===== src/rtl/rgb_palette_pwm_if.sv =====
// Control and LED signal bundle for rgb_palette_pwm.
// Signalling: btn is a level, and each rising edge is one step request; there is no handshake back.
// Every other input is a level, sampled on every clk. All outputs are registered.
interface rgb_palette_pwm_if;
   logic       btn;
   logic       dir;
   logic       mode;
   logic [3:0] bright;
   logic       rgb_r;
   logic       rgb_g;
   logic       rgb_b;
   logic [2:0] color_idx;
   logic       frame_tick;
   logic       state_dbg;

   modport master (
      output btn, dir, mode, bright,
      input  rgb_r, rgb_g, rgb_b, color_idx, frame_tick, state_dbg
   );

   modport slave (
      input  btn, dir, mode, bright,
      output rgb_r, rgb_g, rgb_b, color_idx, frame_tick, state_dbg
   );
endinterface


===== src/rtl/rgb_palette_pwm.sv =====
// RGB LED colour sequencer: palette lookup, brightness scaling, frame-synchronous duty
// reload and 8-bit PWM per channel, stepped by the button or by a frame timer.
module rgb_palette_pwm #(
   parameter int PRESCALE    = 3906,
   parameter int N_COLORS    = 7,
   parameter int AUTO_FRAMES = 100
) (
   input  logic              clk,
   input  logic              rst,
   rgb_palette_pwm_if.slave  bus
);
   localparam int PW = (PRESCALE > 1) ? $clog2(PRESCALE) : 1;
   localparam int AW = (AUTO_FRAMES > 1) ? $clog2(AUTO_FRAMES) : 1;
   localparam logic [PW-1:0] PRE_LAST  = PW'(PRESCALE - 1);
   localparam logic [AW-1:0] AUTO_LAST = AW'(AUTO_FRAMES - 1);
   localparam logic [2:0]    IDX_LAST  = 3'(N_COLORS - 1);

   typedef enum logic {S_MANUAL = 1'b0, S_AUTO = 1'b1} state_t;

   function automatic logic [23:0] palette(input logic [2:0] idx);
      case (idx)
         3'd0:    palette = 24'hFF0000;
         3'd1:    palette = 24'hFFA500;
         3'd2:    palette = 24'hFFFF00;
         3'd3:    palette = 24'h00FF00;
         3'd4:    palette = 24'h0000FF;
         3'd5:    palette = 24'h4B0082;
         3'd6:    palette = 24'hEE82EE;
         default: palette = 24'hFFFFFF;
      endcase
   endfunction

   // 255 * 16 = 4080 fits in 12 bits, so the top byte never saturates.
   function automatic logic [7:0] scale(input logic [7:0] c, input logic [3:0] b);
      logic [11:0] prod;
      prod  = 12'(c) * (12'(b) + 12'd1);
      scale = prod[11:4];
   endfunction

   logic [PW-1:0] pre_cnt_q, pre_cnt_d;
   logic [7:0]    pwm_cnt_q, pwm_cnt_d;
   logic          frame_tick_q, frame_tick_d;
   logic [7:0]    duty_r_q, duty_r_d, duty_g_q, duty_g_d, duty_b_q, duty_b_d;
   logic          rgb_r_q, rgb_r_d, rgb_g_q, rgb_g_d, rgb_b_q, rgb_b_d;
   logic          btn_prev_q, btn_prev_d;
   state_t        state_q, state_d;
   logic [AW-1:0] auto_cnt_q, auto_cnt_d;
   logic [2:0]    color_idx_q, color_idx_d;
   logic          pwm_tick, btn_edge, step;
   logic [23:0]   pal;

   always_comb begin
      pwm_tick     = (pre_cnt_q == PRE_LAST);
      pre_cnt_d    = pwm_tick ? '0 : pre_cnt_q + 1'b1;
      pwm_cnt_d    = pwm_tick ? pwm_cnt_q + 8'd1 : pwm_cnt_q;
      frame_tick_d = pwm_tick && (pwm_cnt_q == 8'hFF);
      pal          = palette(color_idx_q);
      duty_r_d     = duty_r_q;
      duty_g_d     = duty_g_q;
      duty_b_d     = duty_b_q;
      if (frame_tick_q) begin
         duty_r_d = scale(pal[23:16], bus.bright);
         duty_g_d = scale(pal[15:8],  bus.bright);
         duty_b_d = scale(pal[7:0],   bus.bright);
      end
      rgb_r_d    = (pwm_cnt_q < duty_r_q);
      rgb_g_d    = (pwm_cnt_q < duty_g_q);
      rgb_b_d    = (pwm_cnt_q < duty_b_q);
      btn_prev_d = bus.btn;
      btn_edge   = bus.btn & ~btn_prev_q;
   end

   always_comb begin
      state_d    = state_q;
      auto_cnt_d = auto_cnt_q;
      step       = 1'b0;
      case (state_q)
         S_MANUAL: begin
            step = btn_edge;
            if (bus.mode) begin
               state_d    = S_AUTO;
               auto_cnt_d = '0;
            end
         end
         S_AUTO: begin
            // A button edge wins over a coincident timer expiry: one step, timer restarts.
            if (btn_edge) begin
               step       = 1'b1;
               auto_cnt_d = '0;
            end else if (frame_tick_q) begin
               if (auto_cnt_q == AUTO_LAST) begin
                  step       = 1'b1;
                  auto_cnt_d = '0;
               end else begin
                  auto_cnt_d = auto_cnt_q + 1'b1;
               end
            end
            if (!bus.mode) state_d = S_MANUAL;
         end
         default: state_d = S_MANUAL;
      endcase

      color_idx_d = color_idx_q;
      if (step) begin
         if (bus.dir) color_idx_d = (color_idx_q == IDX_LAST) ? 3'd0 : color_idx_q + 3'd1;
         else         color_idx_d = (color_idx_q == 3'd0) ? IDX_LAST : color_idx_q - 3'd1;
      end
   end

   always_ff @(posedge clk or posedge rst) begin
      if (rst) begin
         pre_cnt_q    <= '0;
         pwm_cnt_q    <= '0;
         frame_tick_q <= 1'b0;
         duty_r_q     <= '0;
         duty_g_q     <= '0;
         duty_b_q     <= '0;
         rgb_r_q      <= 1'b0;
         rgb_g_q      <= 1'b0;
         rgb_b_q      <= 1'b0;
         btn_prev_q   <= 1'b1;
         state_q      <= S_MANUAL;
         auto_cnt_q   <= '0;
         color_idx_q  <= '0;
      end else begin
         pre_cnt_q    <= pre_cnt_d;
         pwm_cnt_q    <= pwm_cnt_d;
         frame_tick_q <= frame_tick_d;
         duty_r_q     <= duty_r_d;
         duty_g_q     <= duty_g_d;
         duty_b_q     <= duty_b_d;
         rgb_r_q      <= rgb_r_d;
         rgb_g_q      <= rgb_g_d;
         rgb_b_q      <= rgb_b_d;
         btn_prev_q   <= btn_prev_d;
         state_q      <= state_d;
         auto_cnt_q   <= auto_cnt_d;
         color_idx_q  <= color_idx_d;
      end
   end

   assign bus.rgb_r      = rgb_r_q;
   assign bus.rgb_g      = rgb_g_q;
   assign bus.rgb_b      = rgb_b_q;
   assign bus.color_idx  = color_idx_q;
   assign bus.frame_tick = frame_tick_q;
   assign bus.state_dbg  = state_q;
endmodule


===== src/flat_wrapper.sv =====
// flat-port wrapper written by rule: the top's interface ports become plain ports
module rgb_palette_pwm_flat 
#(
   parameter int PRESCALE    = 3906,
   parameter int N_COLORS    = 7,
   parameter int AUTO_FRAMES = 100
)
  (clk, rst, bus_btn, bus_dir, bus_mode, bus_bright, bus_rgb_r, bus_rgb_g, bus_rgb_b, bus_color_idx, bus_frame_tick, bus_state_dbg);
  rgb_palette_pwm_if bus_i ();
  input  logic clk;
  input  logic rst;
  input wire logic [$bits(bus_i.btn)-1:0] bus_btn;
  input wire logic [$bits(bus_i.dir)-1:0] bus_dir;
  input wire logic [$bits(bus_i.mode)-1:0] bus_mode;
  input wire logic [$bits(bus_i.bright)-1:0] bus_bright;
  output wire logic [$bits(bus_i.rgb_r)-1:0] bus_rgb_r;
  output wire logic [$bits(bus_i.rgb_g)-1:0] bus_rgb_g;
  output wire logic [$bits(bus_i.rgb_b)-1:0] bus_rgb_b;
  output wire logic [$bits(bus_i.color_idx)-1:0] bus_color_idx;
  output wire logic [$bits(bus_i.frame_tick)-1:0] bus_frame_tick;
  output wire logic [$bits(bus_i.state_dbg)-1:0] bus_state_dbg;
  assign bus_i.btn = bus_btn;
  assign bus_i.dir = bus_dir;
  assign bus_i.mode = bus_mode;
  assign bus_i.bright = bus_bright;
  assign bus_rgb_r = bus_i.rgb_r;
  assign bus_rgb_g = bus_i.rgb_g;
  assign bus_rgb_b = bus_i.rgb_b;
  assign bus_color_idx = bus_i.color_idx;
  assign bus_frame_tick = bus_i.frame_tick;
  assign bus_state_dbg = bus_i.state_dbg;
  rgb_palette_pwm #(.PRESCALE(PRESCALE), .N_COLORS(N_COLORS), .AUTO_FRAMES(AUTO_FRAMES)) u_core (.clk(clk), .rst(rst), .bus(bus_i));
endmodule

===== config.mk =====
export PLATFORM = sky130hd
export DESIGN_NAME = rgb_palette_pwm_flat
export DESIGN_NICKNAME = d
export VERILOG_FILES = /design/src/rtl/rgb_palette_pwm_if.sv /design/src/rtl/rgb_palette_pwm.sv /design/src/flat_wrapper.sv
export SDC_FILE = /design/constraint.sdc
export NUM_CORES = 1
export LEC_CHECK = 0
export ABC_AREA = 1
export CORE_MARGIN = 4
export CORE_UTILIZATION = 57
export CTS_CLUSTER_SIZE = 20
export DETAILED_ROUTE_END_ITERATION = 16
export DONT_BUFFER_PORTS = 1
export GPL_TIMING_DRIVEN = 0
export PLACE_DENSITY = 0.76
export SYNTH_ARGS = -nofsm -noshare
export SYNTH_HDL_FRONTEND = slang
export SYNTH_SLANG_ARGS = --single-unit

===== constraint.sdc =====
create_clock -name clk -period 11.2 [get_ports clk]
set_input_delay 2.24 -clock clk [delete_from_list [all_inputs] [get_ports clk]]
set_output_delay 2.24 -clock clk [all_outputs]
set_load 0.01 [all_outputs]

### After elaboration in Yosys (flattened, before gate mapping)

Index checks and enable logic that the tools add are counted.

* register bits: 60
* output and inout port bits: 8

* add/sub/neg operators: 6
* order comparisons: 3
* multipliers: 3
* reductions and logical operators: 3
* equal/unequal tests: 11
* multiplexer cells: 15
* bitwise operators: 3

Operators with widths (number)
* $pmux W24 S7: 1
* $mul A8 B12 Y12: 3
* $mux W7: 4
* $lt A8 B8 Y1: 3
* $pmux W7 S2: 1
* $add A12 B1 Y12 const B: 1
* $eq A12 B12 Y1 const B: 1
* $mux W12: 1
* $eq A3 B3 Y1 const B: 3
* $mux W3: 3
* $add A8 B1 Y8 const B: 1
* $eq A8 B8 Y1 const B: 1
* $add A7 B1 Y7 const B: 1
* $eq A7 B7 Y1 const B: 1
* $eq A3 B2 Y1 const B: 2
* $add A4 B1 Y5 const B: 1
* $mux W1: 4
* $add A3 B1 Y3 const B: 1
* $eq A3 B1 Y1 const B: 1
* $logic_not A3 Y1: 1
* $ne A3 B2 Y1 const B: 1
* $sub A3 B1 Y3 const B: 1
* $ne A2 B2 Y1 const B: 1
* $not A1 Y1: 2
* other kinds (4): 4

### Depth between registers and ports, before layout

* depth after elaboration: 5
* mapped depth: 27
* depth with buffers taken out: 27

### Worst setup path before layout

OpenSTA, ideal clock, no wires.

* kind: input port to flip-flop
* start: input port bus_bright[0]
* end: register u_core.duty_g_q[7]
* slack: 5.305 ns
* library setup time: 0.066 ns
* arrival: 5.830 ns
* required time: 11.134 ns
* stages: 18
* cells stage by stage: ha_1 -> xor2_1 -> inv_1 -> nor2_1 -> inv_1 -> fa_1 -> fa_1 -> fa_1 -> inv_1 -> ha_1 -> a21oi_1 -> nor2_1 -> a211oi_1 -> nand2_1 -> a21oi_1 -> xor2_1 -> nand2_1 -> nand2_1

* cells in the longest elaborated chain, start to end: 2

Ends and longest elaborated chain
* from (decl): RTL line flat_wrapper.sv:15 `input wire logic [$bits(bus_i.bright)-1:0] bus_bright;`
* $add A4 B1 Y5: RTL line rgb_palette_pwm.sv:36 `prod = 12'(c) * (12'(b) + 12'd1);`
* $mul A8 B12 Y12: RTL line rgb_palette_pwm.sv:36
* to (signal assigned): RTL line rgb_palette_pwm.sv:130 `duty_g_q <= duty_g_d;`
* to (decl): RTL line rgb_palette_pwm.sv:43 `logic [7:0] duty_r_q, duty_r_d, duty_g_q, duty_g_d, duty_b_q, duty_b_d;`

No other way between the ends.
A chain may end at the register's enable or synchronous reset.

### Worst setup path in the final report

* start: input port bus_bright[1]
* end: register u_core.duty_g_q[7]

Same word-level chain as after synthesis.

==> impl_metrics.json <==
{
  "globalplace.congestion": 0.8601,
  "cts_resized": 0,
  "yosysUniqueCellTypes": 41,
  "outcome": "complete, no violations",
  "relSlewSlack": 0.3492,
  "skew_ns": 0.004337,
  "max_freq_mhz": 158.2,
  "grt_max_degree": 42,
  "clockBufferDepth": 2,
  "finalMaxSlewViolations": 0,
  "start_kind": "input pin",
  "avgViaCountPerCell": 5.331,
  "drc": 0,
  "seq_area_frac_synth": 0.2308,
  "place.detailed.hpwl_um": 11530,
  "diodes": 0,
  "antenna_found_initial": 0,
  "syn-num-nets": 979,
  "maxCapViolCount": 0,
  "grt_setup_unrepaired": "no",
  "setup_tns_ns": 0,
  "critPathMaxFanout": 9,
  "crit_arrival_ns": 6.59,
  "setup.worst_path.class": "input pin to flop",
  "wl_per_cell_um": 14.13,
  "critPathRequiredTime_ns": 11.46,
  "critPathBufInv": 2,
  "area_growth_pct": 7.649,
  "overflow": 0,
  "via_count": 5294,
  "fin_crit_sh": 0.5645,
  "end_kind": "flop",
  "grt_usage": 0.2341,
  "post_cts_buffers": 0,
  "syn_area_um2": 6510,
  "ys_warn_count": 0,
  "fin_ws_ns": 4.877,
  "avgSynthCellArea_um2": 7.787,
  "synth_edf_count": 0,
  "min_path_type": "flop to flop",
  "min_period_ns": 6.323,
  "crit_top_cell": "nand2_1",
  "cp_top_family": "adder cells",
  "hold_viol": 0,
  "worstMarginPinSlew_ns": 0.9730,
  "crit_chain": "nand3_1 -> xor2_1 -> inv_1 -> nand2_1 -> fa_1 -> fa_1 -> fa_1 -> inv_1 -> ha_1 -> a21oi_1 -> nor2_1 -> a211oi_1 -> nand2_1 -> a21oi_1 -> xor2_1 -> nand2_1 -> nand2_1",
  "dieArea_um2": 13200,
  "async_reset_ff_frac": 1.000,
  "cp_slowest_stage_delay_ns": 0.77,
  "wl_um": 14040,
  "clockRootBuffer": "clkbuf_16",
  "antenna_left": 0,
  "die_h_um": 114.9,
  "post-place-ws_ns": 4.634,
  "n_fill_cell": 935,
  "dr.pass1.iters": 5,
  "grt_pass1_vias": 5673,
  "clock-sinks": 60,
  "drt_iter0_drc": 351,
  "insertion_delay_ns": 0.33,
  "final_nets": 991,
  "synthCells": 836,
  "synth_flop_cell": "dfrtp_1",
  "cts_buffers": 9,
  "die_x_um": 114.9,
  "slowest_stage": "xor2_1",
  "ioPinCount": 17,
  "setup_viol": 0,
  "ys_seq_elements": 60,
  "core-area_um2": 11030,
  "rows": 38,
  "postCtsHoldBufs": 0,
  "clk_pin_slew_worst_paths_ns": 0.05,
  "grt_pass1_wl_um": 24950,
  "drive_above_1_share": 0.06213,
  "portBuffers": 0,
  "cts_tree": "done",
  "initial_core_util": 0.5902,
  "htreeDepth": 3
}
-- worst paths after layout --
check / from / to / slack (ns) / cells after the start
max in group asynchronous: rst / u_core.btn_prev_q / 8.76 / 2
min in group asynchronous: rst / u_core.duty_g_q[0] / 1.82 / 1
worst min-delay path: u_core.duty_g_q[6] / u_core.duty_g_q[6] / 0.48 / 2
worst min register to register: u_core.duty_g_q[6] / u_core.duty_g_q[6] / 0.48 / 2
worst max-delay path: bus_bright[1] / u_core.duty_g_q[7] / 4.88 / 17
worst max register to register: u_core.bus.color_idx[0] / u_core.duty_b_q[7] / 5.88 / 23
-- layer usage --
layer | part of all wire | routed length, um | up-vias | GRT usage
met2 | 0.50 | 6997 | 110 | 0.4136
met4 | 0.036 | 509 | 0 | 0.1088
met1 | 0.42 | 5965 | 2517 | 0.2794
met5 | 0 | 0 | - | 0
met3 | 0.040 | 564 | 42 | 0.03579
li1 | - | - | 2625 | -
-- synth_stat cells, drive strengths merged, types with 5 or more instances --
cell type  number  share of area
xor2           18          0.024
nand2         168           0.11
nand3          40          0.032
inv           196           0.11
o21bai          5         0.0058
ha             91           0.17
xnor2          19          0.026
dfrtp          59           0.23
nor2           69          0.044
o211ai          5         0.0065
a21oi          39          0.030
nor3           17          0.015
o21ai          31          0.024
or2             5         0.0048
fa             43           0.13
-- layout make-up --
| type | count | area, um^2 | share of cell area |
|---|---|---|---|
| Clock inverter | 6 | 63.81 | 0.009106 |
| Sequential cell | 60 | 1503 | 0.2144 |
| Inverter | 196 | 735.7 | 0.1050 |
| Tap cell | 140 | 175.2 | 0.02500 |
| Multi-Input combinational cell | 574 | 4239 | 0.6049 |
| Timing Repair Buffer | 1 | 20.02 | 0.002857 |
| Buffer | 6 | 32.53 | 0.004642 |
| Clock buffer | 10 | 239.0 | 0.03410 |
-- worst register-to-register path: stages, from the launching register on --
cell      delay (ns)
dfrtp_1         0.47
inv_1           0.20
ha_1            0.31
inv_2           0.07
nor2_2          0.20
nor2_2          0.09
nand2_4         0.12
nand2_2         0.11
nor2_1          0.31
nor2_1          0.17
inv_1           0.19
fa_1            0.46
fa_1            0.55
inv_1           0.06
fa_1            0.47
ha_1            0.37
nand2_1         0.10
nor2_1          0.05
a211oi_1        0.17
nand2_1         0.14
a21oi_1         0.20
xor2_1          0.25
nand2_1         0.13
nand2_1         0.07
-- layout by cell type, fill, tap and decap left out, drive strengths merged, types with 13 or more instances in the layout --
master and count:
inv 196, nand2 168, ha 91, nor2 69, dfrtp 59, fa 43, nand3 40, a21oi 39
o21ai 31, xnor2 19, xor2 18, nor3 17, clkbuf 13
-- stage by stage --
step                      cells  area (um^2)  hold WS [ns]    util
after floorplan             836         6510        0.4436       -
after global placement      976         6685        0.4617  0.6061
after detailed placement    977         6705        0.4664  0.6079
after CTS                   993         7008        0.4809  0.6353
after global routing        993         7008        0.4923  0.6353
final                       993         7008        0.4781  0.6353
-- kinds of logic after synthesis --
group | share of synthesized area
XOR/XNOR | 0.04978
AND/OR/NAND/NOR | 0.2072
adder cells (fa/ha/maj) | 0.3071
buffers and inverters | 0.1180
AO/OA/AOI/OAI | 0.08707
flip-flops | 0.2308
-- registers in the layout (all words and copies together), names as in the netlist --
name                   flops
u_core.auto_cnt_q          7
u_core.bus.state_dbg       1
u_core.bus.frame_tick      1
u_core.duty_g_q            8
u_core.bus.rgb_b           1
u_core.bus.rgb_g           1
u_core.bus.color_idx       3
u_core.bus.rgb_r           1
u_core.duty_r_q            8
u_core.pre_cnt_q          12
u_core.btn_prev_q          1
u_core.duty_b_q            8
u_core.pwm_cnt_q           8
Power is left out: the tool's default activity adds up to more than one toggle a clock period on the data nets, which glitch-free logic cannot reach.
